## config.mk

```make
export PLATFORM = sky130hd
export DESIGN_NAME = wb_arbiter_flat
export DESIGN_NICKNAME = d
export VERILOG_FILES = /design/src/rtl/wb_arbiter_if.sv /design/src/rtl/wb_arbiter.sv /design/src/flat_wrapper.sv
export SDC_FILE = /design/constraint.sdc
export NUM_CORES = 1
export LEC_CHECK = 0
export CORE_MARGIN = 2
export CORE_UTILIZATION = 45
export CTS_CLUSTER_SIZE = 20
export DETAILED_ROUTE_END_ITERATION = 7
export GPL_ROUTABILITY_DRIVEN = 0
export PLACE_DENSITY = 0.72
export SYNTH_ARGS = -nofsm -noshare
export SYNTH_HDL_FRONTEND = slang
export SYNTH_SLANG_ARGS = --single-unit
```

## constraint.sdc

```tcl
create_clock -name clk -period 4.69 [get_ports clk]
set_clock_uncertainty 0.1 [all_clocks]
set_input_delay 0.938 -clock clk [delete_from_list [all_inputs] [get_ports clk]]
set_output_delay 0.938 -clock clk [all_outputs]
set_load 0.02 [all_outputs]
```

## src/rtl/wb_arbiter_if.sv

```systemverilog
// Writeback-stage bus: ALU/long-latency results in, scoreboard queries,
// and the registered register-file write port out.
interface wb_arbiter_if #(
  parameter int REG_ADDR_W = 5,
  parameter int REG_DATA_W = 32
);
  logic                  alu_valid_i;
  logic [REG_ADDR_W-1:0] alu_rd_i;
  logic [REG_DATA_W-1:0] alu_data_i;

  // lsu handshake: a result transfers at a rising edge where lsu_valid_i and
  // lsu_ready_o are both 1; the producer holds rd/data stable until then.
  logic                  lsu_valid_i;
  logic                  lsu_ready_o;
  logic [REG_ADDR_W-1:0] lsu_rd_i;
  logic [REG_DATA_W-1:0] lsu_data_i;

  logic                  issue_en_i;
  logic [REG_ADDR_W-1:0] issue_rd_i;
  logic [REG_ADDR_W-1:0] chk_addr1_i;
  logic [REG_ADDR_W-1:0] chk_addr2_i;
  logic                  busy1_o;
  logic                  busy2_o;
  logic                  wb_stall_o;

  logic                  w_en_o;
  logic [REG_ADDR_W-1:0] w_addr_o;
  logic [REG_DATA_W-1:0] w_data_o;

  modport master (
    output alu_valid_i, alu_rd_i, alu_data_i,
    output lsu_valid_i, lsu_rd_i, lsu_data_i,
    output issue_en_i, issue_rd_i, chk_addr1_i, chk_addr2_i,
    input  lsu_ready_o, busy1_o, busy2_o, wb_stall_o,
    input  w_en_o, w_addr_o, w_data_o
  );

  modport slave (
    input  alu_valid_i, alu_rd_i, alu_data_i,
    input  lsu_valid_i, lsu_rd_i, lsu_data_i,
    input  issue_en_i, issue_rd_i, chk_addr1_i, chk_addr2_i,
    output lsu_ready_o, busy1_o, busy2_o, wb_stall_o,
    output w_en_o, w_addr_o, w_data_o
  );
endinterface

```

## src/rtl/wb_arbiter.sv

```systemverilog
// Writeback arbiter: ALU results win, long-latency results queue in a FIFO,
// a starvation counter forces a FIFO drain, and a pending scoreboard feeds decode.
module wb_arbiter #(
  parameter int REG_NUM      = 32,
  parameter int REG_ADDR_W   = 5,
  parameter int REG_DATA_W   = 32,
  parameter int FIFO_DEPTH   = 2,
  parameter int STARVE_LIMIT = 4
) (
  input  logic         clk,
  input  logic         rst,
  wb_arbiter_if.slave  bus
);
  localparam int PTR_W = (FIFO_DEPTH > 1) ? $clog2(FIFO_DEPTH) : 1;
  localparam int CNT_W = $clog2(FIFO_DEPTH + 1);
  localparam int STV_W = $clog2(STARVE_LIMIT + 1);
  localparam logic [CNT_W-1:0] DEPTH_C  = CNT_W'(FIFO_DEPTH);
  localparam logic [STV_W-1:0] STARVE_C = STV_W'(STARVE_LIMIT);
  localparam logic [PTR_W-1:0] LAST_C   = PTR_W'(FIFO_DEPTH - 1);

  logic [REG_ADDR_W-1:0] fifo_rd   [FIFO_DEPTH];
  logic [REG_DATA_W-1:0] fifo_data [FIFO_DEPTH];
  logic [PTR_W-1:0]      head, tail;
  logic [CNT_W-1:0]      count, count_n;
  logic [REG_NUM-1:0]    pending, pending_n;
  logic [STV_W-1:0]      starve_cnt, starve_n;
  logic                  stall_q, stall_n;
  logic                  w_en_q;
  logic [REG_ADDR_W-1:0] w_addr_q;
  logic [REG_DATA_W-1:0] w_data_q;

  logic                  fifo_empty, lsu_ready, push, pop, alu_win;
  logic [REG_ADDR_W-1:0] head_rd;
  logic [REG_DATA_W-1:0] head_data;

  function automatic logic [PTR_W-1:0] ptr_inc(input logic [PTR_W-1:0] p);
    return (p == LAST_C) ? '0 : p + 1'b1;
  endfunction

  // Ready comes from the registered count only, so a full FIFO never accepts
  // in the same cycle it pops.
  assign fifo_empty = (count == '0);
  assign lsu_ready  = !rst && (count < DEPTH_C);
  assign push       = bus.lsu_valid_i && lsu_ready;
  assign head_rd    = fifo_rd[head];
  assign head_data  = fifo_data[head];

  assign alu_win = !stall_q && bus.alu_valid_i && (bus.alu_rd_i != '0);
  assign pop     = !alu_win && !fifo_empty;
  assign count_n = count + CNT_W'(push) - CNT_W'(pop);

  always_comb begin
    pending_n = pending;
    if (pop) pending_n[head_rd] = 1'b0;
    // An issue in the same cycle as the matching pop belongs to a newer op.
    if (bus.issue_en_i) pending_n[bus.issue_rd_i] = 1'b1;
    pending_n[0] = 1'b0;
  end

  always_comb begin
    starve_n = starve_cnt;
    if (pop || fifo_empty) starve_n = '0;
    else if (alu_win)      starve_n = starve_cnt + 1'b1;
    stall_n = (starve_n == STARVE_C);
  end

  always_ff @(posedge clk or posedge rst) begin
    if (rst) begin
      head       <= '0;
      tail       <= '0;
      count      <= '0;
      pending    <= '0;
      starve_cnt <= '0;
      stall_q    <= 1'b0;
    end else begin
      if (push) tail <= ptr_inc(tail);
      if (pop)  head <= ptr_inc(head);
      count      <= count_n;
      pending    <= pending_n;
      starve_cnt <= starve_n;
      stall_q    <= stall_n;
    end
  end

  always_ff @(posedge clk) begin
    if (push) begin
      fifo_rd[tail]   <= bus.lsu_rd_i;
      fifo_data[tail] <= bus.lsu_data_i;
    end
  end

  // Entries for x0 are popped silently; address and data hold their last value.
  always_ff @(posedge clk or posedge rst) begin
    if (rst) begin
      w_en_q   <= 1'b0;
      w_addr_q <= '0;
      w_data_q <= '0;
    end else if (alu_win) begin
      w_en_q   <= 1'b1;
      w_addr_q <= bus.alu_rd_i;
      w_data_q <= bus.alu_data_i;
    end else if (pop && (head_rd != '0)) begin
      w_en_q   <= 1'b1;
      w_addr_q <= head_rd;
      w_data_q <= head_data;
    end else begin
      w_en_q   <= 1'b0;
    end
  end

  assign bus.lsu_ready_o = lsu_ready;
  assign bus.busy1_o     = pending[bus.chk_addr1_i];
  assign bus.busy2_o     = pending[bus.chk_addr2_i];
  assign bus.wb_stall_o  = stall_q;
  assign bus.w_en_o      = w_en_q;
  assign bus.w_addr_o    = w_addr_q;
  assign bus.w_data_o    = w_data_q;
endmodule

```

## src/flat_wrapper.sv

```systemverilog
// flat-port wrapper written by rule: the top's interface ports become plain ports
module wb_arbiter_flat 
#(
  parameter int REG_NUM      = 32,
  parameter int REG_ADDR_W   = 5,
  parameter int REG_DATA_W   = 32,
  parameter int FIFO_DEPTH   = 2,
  parameter int STARVE_LIMIT = 4
)
  (clk, rst, bus_alu_valid_i, bus_alu_rd_i, bus_alu_data_i, bus_lsu_valid_i, bus_lsu_rd_i, bus_lsu_data_i, bus_issue_en_i, bus_issue_rd_i, bus_chk_addr1_i, bus_chk_addr2_i, bus_lsu_ready_o, bus_busy1_o, bus_busy2_o, bus_wb_stall_o, bus_w_en_o, bus_w_addr_o, bus_w_data_o);
  wb_arbiter_if #(.REG_ADDR_W(REG_ADDR_W), .REG_DATA_W(REG_DATA_W)) bus_i ();
  input  logic clk;
  input  logic rst;
  input wire logic [$bits(bus_i.alu_valid_i)-1:0] bus_alu_valid_i;
  input wire logic [$bits(bus_i.alu_rd_i)-1:0] bus_alu_rd_i;
  input wire logic [$bits(bus_i.alu_data_i)-1:0] bus_alu_data_i;
  input wire logic [$bits(bus_i.lsu_valid_i)-1:0] bus_lsu_valid_i;
  input wire logic [$bits(bus_i.lsu_rd_i)-1:0] bus_lsu_rd_i;
  input wire logic [$bits(bus_i.lsu_data_i)-1:0] bus_lsu_data_i;
  input wire logic [$bits(bus_i.issue_en_i)-1:0] bus_issue_en_i;
  input wire logic [$bits(bus_i.issue_rd_i)-1:0] bus_issue_rd_i;
  input wire logic [$bits(bus_i.chk_addr1_i)-1:0] bus_chk_addr1_i;
  input wire logic [$bits(bus_i.chk_addr2_i)-1:0] bus_chk_addr2_i;
  output wire logic [$bits(bus_i.lsu_ready_o)-1:0] bus_lsu_ready_o;
  output wire logic [$bits(bus_i.busy1_o)-1:0] bus_busy1_o;
  output wire logic [$bits(bus_i.busy2_o)-1:0] bus_busy2_o;
  output wire logic [$bits(bus_i.wb_stall_o)-1:0] bus_wb_stall_o;
  output wire logic [$bits(bus_i.w_en_o)-1:0] bus_w_en_o;
  output wire logic [$bits(bus_i.w_addr_o)-1:0] bus_w_addr_o;
  output wire logic [$bits(bus_i.w_data_o)-1:0] bus_w_data_o;
  assign bus_i.alu_valid_i = bus_alu_valid_i;
  assign bus_i.alu_rd_i = bus_alu_rd_i;
  assign bus_i.alu_data_i = bus_alu_data_i;
  assign bus_i.lsu_valid_i = bus_lsu_valid_i;
  assign bus_i.lsu_rd_i = bus_lsu_rd_i;
  assign bus_i.lsu_data_i = bus_lsu_data_i;
  assign bus_i.issue_en_i = bus_issue_en_i;
  assign bus_i.issue_rd_i = bus_issue_rd_i;
  assign bus_i.chk_addr1_i = bus_chk_addr1_i;
  assign bus_i.chk_addr2_i = bus_chk_addr2_i;
  assign bus_lsu_ready_o = bus_i.lsu_ready_o;
  assign bus_busy1_o = bus_i.busy1_o;
  assign bus_busy2_o = bus_i.busy2_o;
  assign bus_wb_stall_o = bus_i.wb_stall_o;
  assign bus_w_en_o = bus_i.w_en_o;
  assign bus_w_addr_o = bus_i.w_addr_o;
  assign bus_w_data_o = bus_i.w_data_o;
  wb_arbiter #(.REG_NUM(REG_NUM), .REG_ADDR_W(REG_ADDR_W), .REG_DATA_W(REG_DATA_W), .FIFO_DEPTH(FIFO_DEPTH), .STARVE_LIMIT(STARVE_LIMIT)) u_core (.clk(clk), .rst(rst), .bus(bus_i));
endmodule
```

==> impl_metrics.csv, run 1 <==
group,metric,value,unit
status,status,"finished clean",
worst_setup_path,path_class,"input pin to output pin",
global_route,grt_pass1_wl,28990,um
yosys,ys_async_sr_fraction,50.99,%
sta,report.final.slew_viol_count,0,
route,first_pass_iters,5,
yosys,syn_area_per_cell,11.85,um2
worst_setup_path,cp_data_required_time,3650,ps
worst_setup_path,crit_fanout,10,
cts,clkTransAtPathRegs,60,ps
worst_setup_path,crit_start,"bus_chk_addr2_i[1]",
route,avgViaCountPerCell,6.021,
die,core,15200,um2
sta,period_share,89.59,%
route,wl_per_cell,20.09,um
yosys,yosysTopAreaCellShare,31.64,%
placed_design,io_buffers,135,
die,die_h,128.9,um
power,peakVddDrop,350.8,uV
die,die_width,128.9,um
die,start_util,46.21,%
die,ioPinCount,136,
yosys,synth_cell_type_count,46,
worst_setup_path,worstSetupEndpointType,"output pin",
sta,rsz0062_at_grt,"no",
worst_setup_path,cp.arrival,3160,ps
yosys,yosysSeqAreaShare,59.07,%
yosys,synthAdderAreaFrac,0.3563,%
power,powerDensity,537.7,nW/um2
cts,cts-root-buf,"clkbuf_16",
cts,post_cts_buffers,0,
worst_setup_path,r2r_slack,1620,ps
yosys,netlist_top_cells_area,"edfxtp_1 (32%), dfrtp_1 (27%), a2111oi_0 (4.2%), o31ai_1 (3.8%), nor2b_1 (3.5%)",
yosys,synth_common_cells,"dfrtp_1 (77), edfxtp_1 (74), nand2_1 (61)",
die,std_cell_rows,45,
worst_setup_path,start_kind,"input pin",
route,dr_total_vias,5461,
yosys,synth_edf_count,74,
power,total_power,4.838,mW
cts,htree_num_levels,4,
yosys,ys.flop_type,"dfrtp_1",
sta,setup_tns,0,ps
cells_and_area,layout-drive-gt1-share,8.067,%
cts,holdBufCountCts,0,
sta,fin_crit,4202,ps
global_route,grt_usage,22.46,%
yosys,syn_nets,689,
yosys,synthXorXnorAreaFrac,0.4988,%
route,ant_nets,0,
min_path,hp-start,"u_core.starve_cnt[0]",
cts,cts_made_buffers,17,
cts,clock_latency,410,ps
yosys,synth_simple_gate_area_share,12.02,%
worst_setup_path,r2r_start,"u_core.head",
global_route,grt_max_degree,57,
yosys,ys_ff_latch,151,
placed_design,place_hpwl,12380,um
sta,hold_ws,372.4,ps
sta,setup_violations,0,
yosys,syn_area,7024,um2
cells_and_area,nNetsFinal,802,
global_route,antenna_found_initial,2,
cells_and_area,area_growth,28.09,%
sta,fmax,238.0,MHz
yosys,synth_compound_area_share,19.17,%
yosys,synth_top_family_by_area,"compound AO/OA/AOI/OAI gates",
global_route,grt_pass1_vias,5559,
sta,maxSlewHeadroom,24.53,%
cts,cts_sinks,151,
sta,hold_viol_final,0,
cts,cts_tree,"yes",
yosys,synth_area_leader_cell,"edfxtp_1",
global_route,gr-total-overflow,0,
sta,worstMarginPinSlew,1129,ps
die,dieArea,16620,um2
cts,cts_resized,0,
power,p_leak,3.407,nW
yosys,synth.most_common_cell,"dfrtp_1",
cells_and_area,insertedDiodeCount,0,
yosys,yosysWarnings,0,
route,drc,0,
min_path,hold_path_class,"flip-flop to flip-flop",
route,drt_iter0_drc,403,
route,wirelength,18220,um
cts,cts_max_path_buffers,2,
yosys,syn_inst,593,
yosys,muxShareOfSynthArea,4.703,%
job,drv_cap,0,
path summary, 6_finish.rpt:
kind / end / cells after the start
worst max-delay path: bus_busy2_o / 6
worst min-delay path: u_core.starve_cnt[0] / 1
worst max register to register: u_core.bus.w_addr_o[0] / 5
worst min register to register: u_core.starve_cnt[0] / 1
max in group asynchronous: u_core.pending[8] / 3
min in group asynchronous: u_core.bus.w_data_o[21] / 2
routing by layer:
metal | routed length, um | GRT usage (%) | share of wire [%]
met2 | 8843 | 36.10 | 49
met4 | 342 | 7.545 | 1.9
met1 | 7927 | 29.79 | 44
met5 | 13 | 0 | 0.071
met3 | 1092 | 6.029 | 6.0
state kept, by name, summed over array words and instances (netlist names):
name	cells
u_core.count	2
u_core.head	1
u_core.bus.w_addr_o	5
u_core.fifo_rd	10
u_core.bus.w_en_o	1
u_core.tail	1
u_core.bus.w_data_o	32
u_core.pending	31
u_core.fifo_data	64
u_core.bus.wb_stall_o	1
u_core.starve_cnt	3
metrics by stage:
stage | std cells | utilization [%] | instance area, um2 | setup WS [ps]
after global routing | 907 | 59.19 | 8997 | 382.2
final | 907 | 59.19 | 8997 | 488.0
after floorplan | 593 | - | 7024 | 1121
after CTS | 907 | 59.19 | 8997 | 479.2
after detailed placement | 875 | 55.63 | 8457 | 478.5
after global placement | 875 | 55.63 | 8457 | 541.0
critical path, stage by stage:
cell and delay [ps]:
clkdlybuf4s50_1 730, mux4_2 560, nand2b_1 150, o211ai_1 120
nand4_1 120, clkdlybuf4s50_1 550
power breakdown:
part           leakage, nW  internal (mW)  switching, mW
Clock                0.252          0.724          0.524
Sequential            1.55           1.72          0.252
Combinational         1.60          0.694          0.928
cells in the final DEF (no fill, tap or decap), types with 5 or more instances in the layout:
master           netlist  layout
clkdlybuf4s50_1        0     135
nand3_1                6       6
a2111oi_0             34      34
nor2_1                10       8
o31ai_1               36      36
mux2i_1               15      15
buf_4                  1       6
nand2_1               61      61
edfxtp_1              74      74
o41ai_1               16      16
nor2b_1               39      39
clkbuf_16              0      17
inv_1                 20      19
nand3b_1               5       5
dfrtp_1               77      76
o221ai_1              14      14
a21oi_1               42      42
mux4_2                 6       6
o21ai_0               26      26
cell type report:
type,instances,area [um2]
clock buffer,19,432.9
clock inverter,13,107.6
fill,1249,6205
inverter,20,76.32
multi-input combinational,375,2599
sequential,151,4150
tap,188,235.2
timing repair buffer,141,1396
logic make-up after synthesis:
logic type,after synthesis
compound gates,191
simple gates,153
buf+inv,67
xor+xnor,4
mux,25
flops,151
fa+ha+maj,2
No activity file was read; power rests on OpenSTA's default activity.
==> inputs of run 2 (changes only) <==
--- a/config.mk
+++ b/config.mk
@@ -9,8 +9,9 @@
 export CORE_UTILIZATION = 45
 export CTS_CLUSTER_SIZE = 20
 export DETAILED_ROUTE_END_ITERATION = 7
+export DONT_BUFFER_PORTS = 1
 export GPL_ROUTABILITY_DRIVEN = 0
-export PLACE_DENSITY = 0.72
+export PLACE_DENSITY = 0.61
 export SYNTH_ARGS = -nofsm -noshare
 export SYNTH_HDL_FRONTEND = slang
 export SYNTH_SLANG_ARGS = --single-unit
==> impl_metrics.csv, run 2 (same netlist as run 1, synthesis figures left out) <==
group,metric,value,unit
worst_setup_path,crit_fanout,29,
die,ioPinCount,136,
worst_setup_path,cp.arrival,3390,ps
sta,setup_violations,0,
cells_and_area,layout-drive-gt1-share,10.46,%
cts,cts_tree,"yes",
route,avgViaCountPerCell,6.324,
sta,maxSlewHeadroom,22.30,%
route,wl_per_cell,22.47,um
sta,setup_slack,1516,ps
route,drc,0,
die,die_width,128.9,um
die,dieArea,16620,um2
sta,hold_ws,366.6,ps
cells_and_area,area_growth,9.565,%
sta,fmax,315.0,MHz
worst_setup_path,worstSetupEndpointType,"flip-flop",
cts,post_cts_buffers,0,
global_route,gr-total-overflow,0,
cts,cts_max_path_buffers,2,
cts,holdBufCountCts,0,
worst_setup_path,path_class,"flip-flop to flip-flop",
sta,fin_crit,3174,ps
cts,htree_num_levels,4,
worst_setup_path,cp_data_required_time,4900,ps
cells_and_area,nNetsFinal,666,
sta,hold_viol_final,0,
cts,clock_latency,430,ps
die,std_cell_rows,45,
cells_and_area,top_register,"u_core.fifo_data",
power,p_leak,2.913,nW
power,peakVddDrop,264.8,uV
cells_and_area,fin_util,50.63,%
sta,rsz0062_at_grt,"no",
cts,cts_made_buffers,17,
sta,period_share,67.68,%
placed_design,dp_cells,739,
global_route,antenna_found_initial,0,
placed_design,place_hpwl,11620,um
die,start_util,46.21,%
global_route,grt_pass1_vias,5043,
power,powerDensity,591.1,nW/um2
status,status,"finished clean",
sta,setup_tns,0,ps
global_route,grt_pass1_wl,27310,um
die,die_h,128.9,um
cells_and_area,largest_reg_flops,64,
cts,cts-root-buf,"clkbuf_16",
power,total_power,4.549,mW
route,dr_total_vias,4876,
job,drv_cap,0,
placed_design,pre_cts_ws,1452,ps
cells_and_area,final_cells,771,
cts,clkTransAtPathRegs,60,ps
route,first_pass_iters,4,
cells_and_area,final_cell_mix,"dfrtp_1 (76), edfxtp_1 (74), nand2_1 (61)",
placed_design,place_area,7106,um2
cts,cts_resized,0,
global_route,grt_usage,21.77,%
route,wirelength,17330,um
die,core,15200,um2
cells_and_area,insertedDiodeCount,0,
placed_design,io_buffers,0,
cells_and_area,final_common_cell,"dfrtp_1",
min_path,hold_path_class,"flip-flop to flip-flop",
sta,worstMarginPinSlew,1165,ps
route,ant_nets,0,
global_route,grt_max_degree,58,
cells_and_area,final_area,7696,um2
route,drt_iter0_drc,293,
cts,cts_sinks,151,
worst_setup_path,start_kind,"flip-flop",
sta,report.final.slew_viol_count,0,
## run 2: cell types whose count changed in the layout (fill, tap and decap cells not counted), moves of 3 or more
cell             before  now
clkinv_1              3    0
clkbuf_16            17   20
clkinvlp_4            4    0
clkdlybuf4s50_1     135    0
## run 2: power by group
group	internal (mW)	leakage [nW]	switching, mW
logic	0.393	1.06	0.686
clock network	0.799	0.299	0.536
registers	1.72	1.55	0.419
## run 2: cell type report
class | count | area (um2)
clock buffers | 23 | 531.8
clock inverters | 9 | 58.81
fillers | 1324 | 7506
inverters | 20 | 76.32
multi-input cells | 375 | 2606
flip-flops and latches | 151 | 4150
well taps | 188 | 235.2
repair buffers | 5 | 37.54
## run 2: path summary, 6_finish.rpt
path	cells past startpoint	slack [ps]	startpoint	end
max in group asynchronous	2	3080	rst	u_core.head
worst max-delay path	5	1520	u_core.head	u_core.bus.w_addr_o[0]
worst min-delay path	1	370	u_core.starve_cnt[0]	u_core.starve_cnt[0]
worst min register to register	1	370	u_core.starve_cnt[0]	u_core.starve_cnt[0]
min in group asynchronous	1	420	rst	u_core.tail
worst max register to register	5	1520	u_core.head	u_core.bus.w_addr_o[0]
## run 2: routing by layer
metal  vias up  part of all wire, %  track usage [%]
met5         -                    0                0
met4         0                  1.7            8.440
met3        24                  7.7            7.277
met2       183                   48            34.45
met1      2428                   42            27.94
li1       2241                    -                -
## run 2: worst max-delay path, cell delays in order, from the launching register on
cell and delay, ps:
dfrtp_2 570, nor4_1 720, o22a_1 770, buf_4 380
o21ai_0 170, mux2_2 320
